==> config.mk <==
export PLATFORM = sky130hd
export DESIGN_NAME = csa_accumulator_flat
export DESIGN_NICKNAME = d
export VERILOG_FILES = /design/src/rtl/csa_accumulator_if.sv /design/src/rtl/csa_accumulator.sv /design/src/flat_wrapper.sv
export SDC_FILE = /design/constraint.sdc
export NUM_CORES = 1
export LEC_CHECK = 0
export BUFFER_PORTS_ARGS = -buffer_cell sky130_fd_sc_hd__buf_2
export CAP_MARGIN = 15
export CORE_MARGIN = 2
export CORE_UTILIZATION = 50
export DETAILED_ROUTE_END_ITERATION = 10
export PLACE_DENSITY = 0.73
export SYNTH_ARGS = -nofsm -noshare
export SYNTH_HDL_FRONTEND = slang
export SYNTH_SLANG_ARGS = --single-unit
==> constraint.sdc <==
create_clock -name clk -period 3.6 [get_ports clk]
set_input_delay 0.9 -clock clk [delete_from_list [all_inputs] [get_ports clk]]
set_output_delay 0.9 -clock clk [all_outputs]
set_load 0.1 [all_outputs]
==> src/rtl/csa_accumulator_if.sv <==
// Operand-in / result-out handshake bundle for csa_accumulator.
interface csa_accumulator_if #(
  parameter int IN_WIDTH  = 16,
  parameter int ACC_WIDTH = 24,
  parameter int CNT_WIDTH = 8
);
  logic                 in_valid;
  logic                 in_ready;
  logic [IN_WIDTH-1:0]  in_data;
  logic                 in_last;
  logic                 out_valid;
  logic                 out_ready;
  logic [ACC_WIDTH-1:0] out_data;
  logic [CNT_WIDTH-1:0] out_count;
  logic                 out_ovf;

  modport master (
    output in_valid, in_data, in_last, out_ready,
    input  in_ready, out_valid, out_data, out_count, out_ovf
  );

  modport slave (
    input  in_valid, in_data, in_last, out_ready,
    output in_ready, out_valid, out_data, out_count, out_ovf
  );
endinterface

==> src/rtl/csa_accumulator.sv <==
// Carry-save accumulator: one 3:2 row per operand, one CPA resolve per group.
// Optional CSA_ACC_SATURATE_EN clamps an overflowing result to all ones.
module csa_fa_cell (
  input  logic a,
  input  logic b,
  input  logic c,
  output logic s,
  output logic co
);
  assign s  = a ^ b ^ c;
  assign co = (a & b) | (a & c) | (b & c);
endmodule

module csa_accumulator #(
  parameter int IN_WIDTH  = 16,
  parameter int ACC_WIDTH = 24,
  parameter int CNT_WIDTH = 8
) (
  input  logic               clk,
  input  logic               rst_n,
  csa_accumulator_if.slave   bus
);
  typedef enum logic [1:0] {ACCUM, RESOLVE, HOLD} state_t;

  typedef struct packed {
    logic [ACC_WIDTH-1:0] data;
    logic [CNT_WIDTH-1:0] count;
    logic                 ovf;
  } res_t;

  state_t               state_q, state_d;
  logic [ACC_WIDTH-1:0] sum_q, sum_d, carry_q, carry_d;
  logic [ACC_WIDTH-1:0] x_ext, fa_s, fa_maj;
  logic [CNT_WIDTH-1:0] cnt_q, cnt_d;
  logic                 ovf_q, ovf_d;
  logic                 in_ready_q, in_ready_d;
  logic                 out_valid_q, out_valid_d;
  res_t                 res_q, res_d;
  logic [ACC_WIDTH:0]   resolved;
  logic                 accept, deliver, res_ovf;

  assign x_ext = {{(ACC_WIDTH-IN_WIDTH){1'b0}}, bus.in_data};

  // One compressor row; carry_q[0] and the zero-extended x bits reduce these to half adders.
  csa_fa_cell u_row [ACC_WIDTH-1:0] (
    .a  (sum_q),
    .b  (carry_q),
    .c  (x_ext),
    .s  (fa_s),
    .co (fa_maj)
  );

  assign resolved = {1'b0, sum_q} + {1'b0, carry_q};
  assign res_ovf  = ovf_q | resolved[ACC_WIDTH];
  assign accept   = bus.in_valid & in_ready_q;
  assign deliver  = out_valid_q & bus.out_ready;

  always_comb begin
    state_d     = state_q;
    sum_d       = sum_q;
    carry_d     = carry_q;
    cnt_d       = cnt_q;
    ovf_d       = ovf_q;
    in_ready_d  = in_ready_q;
    out_valid_d = out_valid_q;
    res_d       = res_q;
    case (state_q)
      ACCUM: begin
        if (accept) begin
          sum_d   = fa_s;
          carry_d = {fa_maj[ACC_WIDTH-2:0], 1'b0};
          // A majority out of the top bit is a dropped 2^ACC_WIDTH; remember it.
          ovf_d   = ovf_q | fa_maj[ACC_WIDTH-1];
          cnt_d   = (cnt_q == '1) ? cnt_q : cnt_q + CNT_WIDTH'(1);
          if (bus.in_last) begin
            state_d    = RESOLVE;
            in_ready_d = 1'b0;
          end
        end
      end
      RESOLVE: begin
`ifdef CSA_ACC_SATURATE_EN
        res_d.data = res_ovf ? '1 : resolved[ACC_WIDTH-1:0];
`else
        res_d.data = resolved[ACC_WIDTH-1:0];
`endif
        res_d.ovf   = res_ovf;
        res_d.count = cnt_q;
        out_valid_d = 1'b1;
        state_d     = HOLD;
      end
      HOLD: begin
        if (deliver) begin
          sum_d       = '0;
          carry_d     = '0;
          cnt_d       = '0;
          ovf_d       = 1'b0;
          out_valid_d = 1'b0;
          in_ready_d  = 1'b1;
          state_d     = ACCUM;
        end
      end
      default: begin
        state_d     = ACCUM;
        in_ready_d  = 1'b1;
        out_valid_d = 1'b0;
      end
    endcase
  end

  always_ff @(posedge clk or negedge rst_n) begin
    if (!rst_n) begin
      state_q     <= ACCUM;
      sum_q       <= '0;
      carry_q     <= '0;
      cnt_q       <= '0;
      ovf_q       <= 1'b0;
      in_ready_q  <= 1'b1;
      out_valid_q <= 1'b0;
      res_q       <= '0;
    end else begin
      state_q     <= state_d;
      sum_q       <= sum_d;
      carry_q     <= carry_d;
      cnt_q       <= cnt_d;
      ovf_q       <= ovf_d;
      in_ready_q  <= in_ready_d;
      out_valid_q <= out_valid_d;
      res_q       <= res_d;
    end
  end

  assign bus.in_ready  = in_ready_q;
  assign bus.out_valid = out_valid_q;
  assign bus.out_data  = res_q.data;
  assign bus.out_count = res_q.count;
  assign bus.out_ovf   = res_q.ovf;
endmodule
==> src/flat_wrapper.sv <==
// flat-port wrapper written by rule: the top's interface ports become plain ports
module csa_accumulator_flat 
#(
  parameter int IN_WIDTH  = 16,
  parameter int ACC_WIDTH = 24,
  parameter int CNT_WIDTH = 8
)
  (clk, rst_n, bus_in_valid, bus_in_data, bus_in_last, bus_out_ready, bus_in_ready, bus_out_valid, bus_out_data, bus_out_count, bus_out_ovf);
  csa_accumulator_if #(.IN_WIDTH(IN_WIDTH), .ACC_WIDTH(ACC_WIDTH), .CNT_WIDTH(CNT_WIDTH)) bus_i ();
  input  logic clk;
  input  logic rst_n;
  input wire logic [$bits(bus_i.in_valid)-1:0] bus_in_valid;
  input wire logic [$bits(bus_i.in_data)-1:0] bus_in_data;
  input wire logic [$bits(bus_i.in_last)-1:0] bus_in_last;
  input wire logic [$bits(bus_i.out_ready)-1:0] bus_out_ready;
  output wire logic [$bits(bus_i.in_ready)-1:0] bus_in_ready;
  output wire logic [$bits(bus_i.out_valid)-1:0] bus_out_valid;
  output wire logic [$bits(bus_i.out_data)-1:0] bus_out_data;
  output wire logic [$bits(bus_i.out_count)-1:0] bus_out_count;
  output wire logic [$bits(bus_i.out_ovf)-1:0] bus_out_ovf;
  assign bus_i.in_valid = bus_in_valid;
  assign bus_i.in_data = bus_in_data;
  assign bus_i.in_last = bus_in_last;
  assign bus_i.out_ready = bus_out_ready;
  assign bus_in_ready = bus_i.in_ready;
  assign bus_out_valid = bus_i.out_valid;
  assign bus_out_data = bus_i.out_data;
  assign bus_out_count = bus_i.out_count;
  assign bus_out_ovf = bus_i.out_ovf;
  csa_accumulator #(.IN_WIDTH(IN_WIDTH), .ACC_WIDTH(ACC_WIDTH), .CNT_WIDTH(CNT_WIDTH)) u_core (.clk(clk), .rst_n(rst_n), .bus(bus_i));
endmodule
==> impl_metrics.csv <==
group,metric,value,unit
flow_run,drv_cap,0,
placement,place_hpwl,8180,um
clocking,holdBufCountCts,0,
sta,final_max_slew_viol_count,0,
worst_setup_path,cp_data_required_time,3880,ps
floorplanning,die-area,11400,um2
clocking,cts_buffers,9,
route,final_antenna_net_count,0,
pwr,p_per_area,317,nW/um2
sta,clock_skew,9.28,ps
worst_setup_path,setup.worst_path.end_class,"flip-flop",
worst_setup_path,setup.worst_path.start_class,"flip-flop",
pwr,ir_worst_vdd,165,uV
worst_setup_path,crit_end,"u_core.bus.out_data[19]$_DFFE_PN0P_",
floorplanning,coreArea,10300,um2
synthesis,synth_edf_count,0,
clocking,cts_sinks,93,
synthesis,syn_inst,501,
clocking,clk_pin_slew,100,ps
sta,fin_setup_tns,0,ps
worst_setup_path,reg2reg_slack,1120,ps
synthesis,ys.flop_type,"dfrtp_1",
synthesis,ys_seq_area_frac,0.442,
worst_setup_path,cp_max_fo,6,
clocking,postCtsSetupBuffers,0,
floorplanning,die_x,107,um
floorplanning,row_count,37,
global_route,antenna_found_initial,0,
route,drt_wl_total,11700,um
sta,worst_pin_slew,730,ps
clocking,clk_latency,380,ps
global_route,grt_pass1_vias,4014,
worst_setup_path,path_class,"reg -> reg",
route,wl_met2,5430,um
synthesis,synth_top_area_frac,0.437,
placement,globalplace.congestion,0.832,
route,drtIter0Drc,240,
cells_and_area,antenna_cells,0,
synthesis,synth.distinct_cells,63,
synthesis,synth.area.top_cells,"dfrtp_1 44%, a22o_1 7.8%, fa_1 6.1%",
worst_setup_path,worst-r2r-cell-count,8,
placement,io_buffers,55,
synthesis,syn_nets,563,
cells_and_area,syn_to_final_growth,10.7,%
sta,rsz0062_at_grt,"false",
synthesis,netlist_top_cells_count,"92 x dfrtp_1, 65 x nand2_1, 47 x a22o_1",
clocking,cts_tree,"yes",
route,dr_total_vias,4014,
global_route,grt.overflow.total,0,
global_route,grt_usage,0.218,
clocking,clockBufferDepth,2,
sta,period_needed,2480,ps
clocking,cts_root_buffer,"clkbuf_8",
sta,timing.fmax,403,MHz
route,wl_met1,5500,um
global_route,grt_first_pass_wirelength,19700,um
synthesis,synth_top_area_cell,"dfrtp_1",
synthesis,synth-async-reset-ratio,1.00,
route,met3_length,501,um
global_route,grt_max_degree,52,
sta,hold_viol_final,0,
route,firstDrtPassIters,5,
pwr,leakagePower,2.89,nW
cells_and_area,nNetsFinal,605,
sta,fin_crit_sh,0.690,
floorplanning,die_y,107,um
route,top_layer,"met4",
min_path,hp-class,"reg -> reg",
worst_setup_path,reg2reg_from,"u_core.sum_q[1]$_DFFE_PN0P_",
clocking,cts_resized,0,
pwr,power,1.85,mW
synthesis,yosysWarningCount,0,
synthesis,synth.most_common_cell,"dfrtp_1",
clocking,cts_htree_levels,3,
worst_setup_path,crit_start,"u_core.sum_q[1]$_DFFE_PN0P_",
route,routedWlPerCell,17.1,um
synthesis,synth.cell_area,5270,um2
cells_and_area,drive_gt1_frac,0.186,
sta,setup_viol,0,
run_status,status,"finished, final reports clean",
route,drc_errors,0,
synthesis,avgSynthCellArea,10.5,um2
sta,max_slew_margin,0.513,
worst_setup_path,worstPathArrival,2760,ps
worst_setup_path,rr_endpoint,"u_core.bus.out_data[19]$_DFFE_PN0P_",
route,via_per_inst,5.87,
synthesis,ys_ff_latch,93,
floorplanning,ios,56,
floorplanning,initial_core_util,0.513,
[sequential cells by signal, summed over array words and instances (netlist names)]
| register | cells |
|---|---|
| u_core.state_q | 2 |
| u_core.ovf_q | 1 |
| u_core.bus.in_ready | 1 |
| u_core.sum_q | 24 |
| u_core.cnt_q | 8 |
| u_core.bus.out_valid | 1 |
| u_core.bus.out_ovf | 1 |
| u_core.carry_q | 23 |
| u_core.bus.out_data | 24 |
| u_core.bus.out_count | 8 |
[cell usage in the layout (no fill, tap or decap), drive strengths merged, types with 10 or more instances in the layout]
cell type and n:
ha 25, a21oi 26, nand2 66, nor2 28
inv 12, dfrtp 92, nor3 10, nand3 17
fa 16, a22o 47, o21ai 26, clkbuf 10
buf 61
[metrics by stage]
step / std cells / cell area (um2) / hold WS [ps] / util / worst slack [ps]
floorplan: 501 / 5270 / 464 / - / 1310
global placement: 668 / 5620 / 455 / 0.547 / 1210
detailed placement: 668 / 5620 / 462 / 0.547 / 1130
CTS: 684 / 5830 / 487 / 0.568 / 1120
global route: 684 / 5830 / 507 / 0.568 / 1020
finish: 684 / 5830 / 482 / 0.568 / 1120
[power by group]
| part | switching (mW) | total [mW] | internal [mW] |
|---|---|---|---|
| Clock | 0.410 | 0.765 | 0.355 |
| Combinational | 0.0295 | 0.0422 | 0.0127 |
| Sequential | 0 | 1.04 | 1.04 |
[critical path: stages, from the launching register on]
cell and delay, ps:
dfrtp_1 420, ha_1 240, fa_1 430, a21oi_2 210, o211ai_2 120, a221oi_4 310, a21oi_2 160, o21a_4 240
o311ai_2 250
[layer usage]
metal | up-vias | GRT usage
li1 | 1906 | -
met1 | 1980 | 0.306
met2 | 109 | 0.348
met3 | 19 | 0.0274
met4 | 0 | 0.0844
met5 | - | 0
[cells by family after synthesis]
kind of cell / synth area share
xor gates and xnor gates: 0.0200
adders and majority gates: 0.120
DFF: 0.442
and+or+nand+nor: 0.146
AOI/OAI and AO/OA: 0.227
buffers and inverters: 0.0352
muxes: 0.00950
[how the worst min path moves through the flow]
stage / end / from / slack (ps) / depth (start not counted)
global placement: u_core.bus.out_count[6]$_DFFE_PN0P_ / u_core.bus.out_count[6]$_DFFE_PN0P_ / 450 / 2
CTS: u_core.bus.out_count[2]$_DFFE_PN0P_ / u_core.bus.out_count[2]$_DFFE_PN0P_ / 490 / 2
floorplan: u_core.ovf_q$_DFFE_PN0P_ / u_core.ovf_q$_DFFE_PN0P_ / 460 / 2
global route: u_core.bus.out_data[12]$_DFFE_PN0P_ / u_core.bus.out_data[12]$_DFFE_PN0P_ / 510 / 2
finish: u_core.bus.out_data[5]$_DFFE_PN0P_ / u_core.bus.out_data[5]$_DFFE_PN0P_ / 480 / 2
detailed placement: u_core.bus.out_count[2]$_DFFE_PN0P_ / u_core.bus.out_count[2]$_DFFE_PN0P_ / 460 / 2
[layout make-up]
cell class                      count  area [um2]
Sequential cell                    93        2330
Inverter                            9        33.8
Clock buffer                       10         138
Clock inverter                      6        78.8
Multi-Input combinational cell    369        2760
Tap cell                          136         170
Fill cell                         947        4440
Timing Repair Buffer               61         323
(Power assumes the default switching activity.)
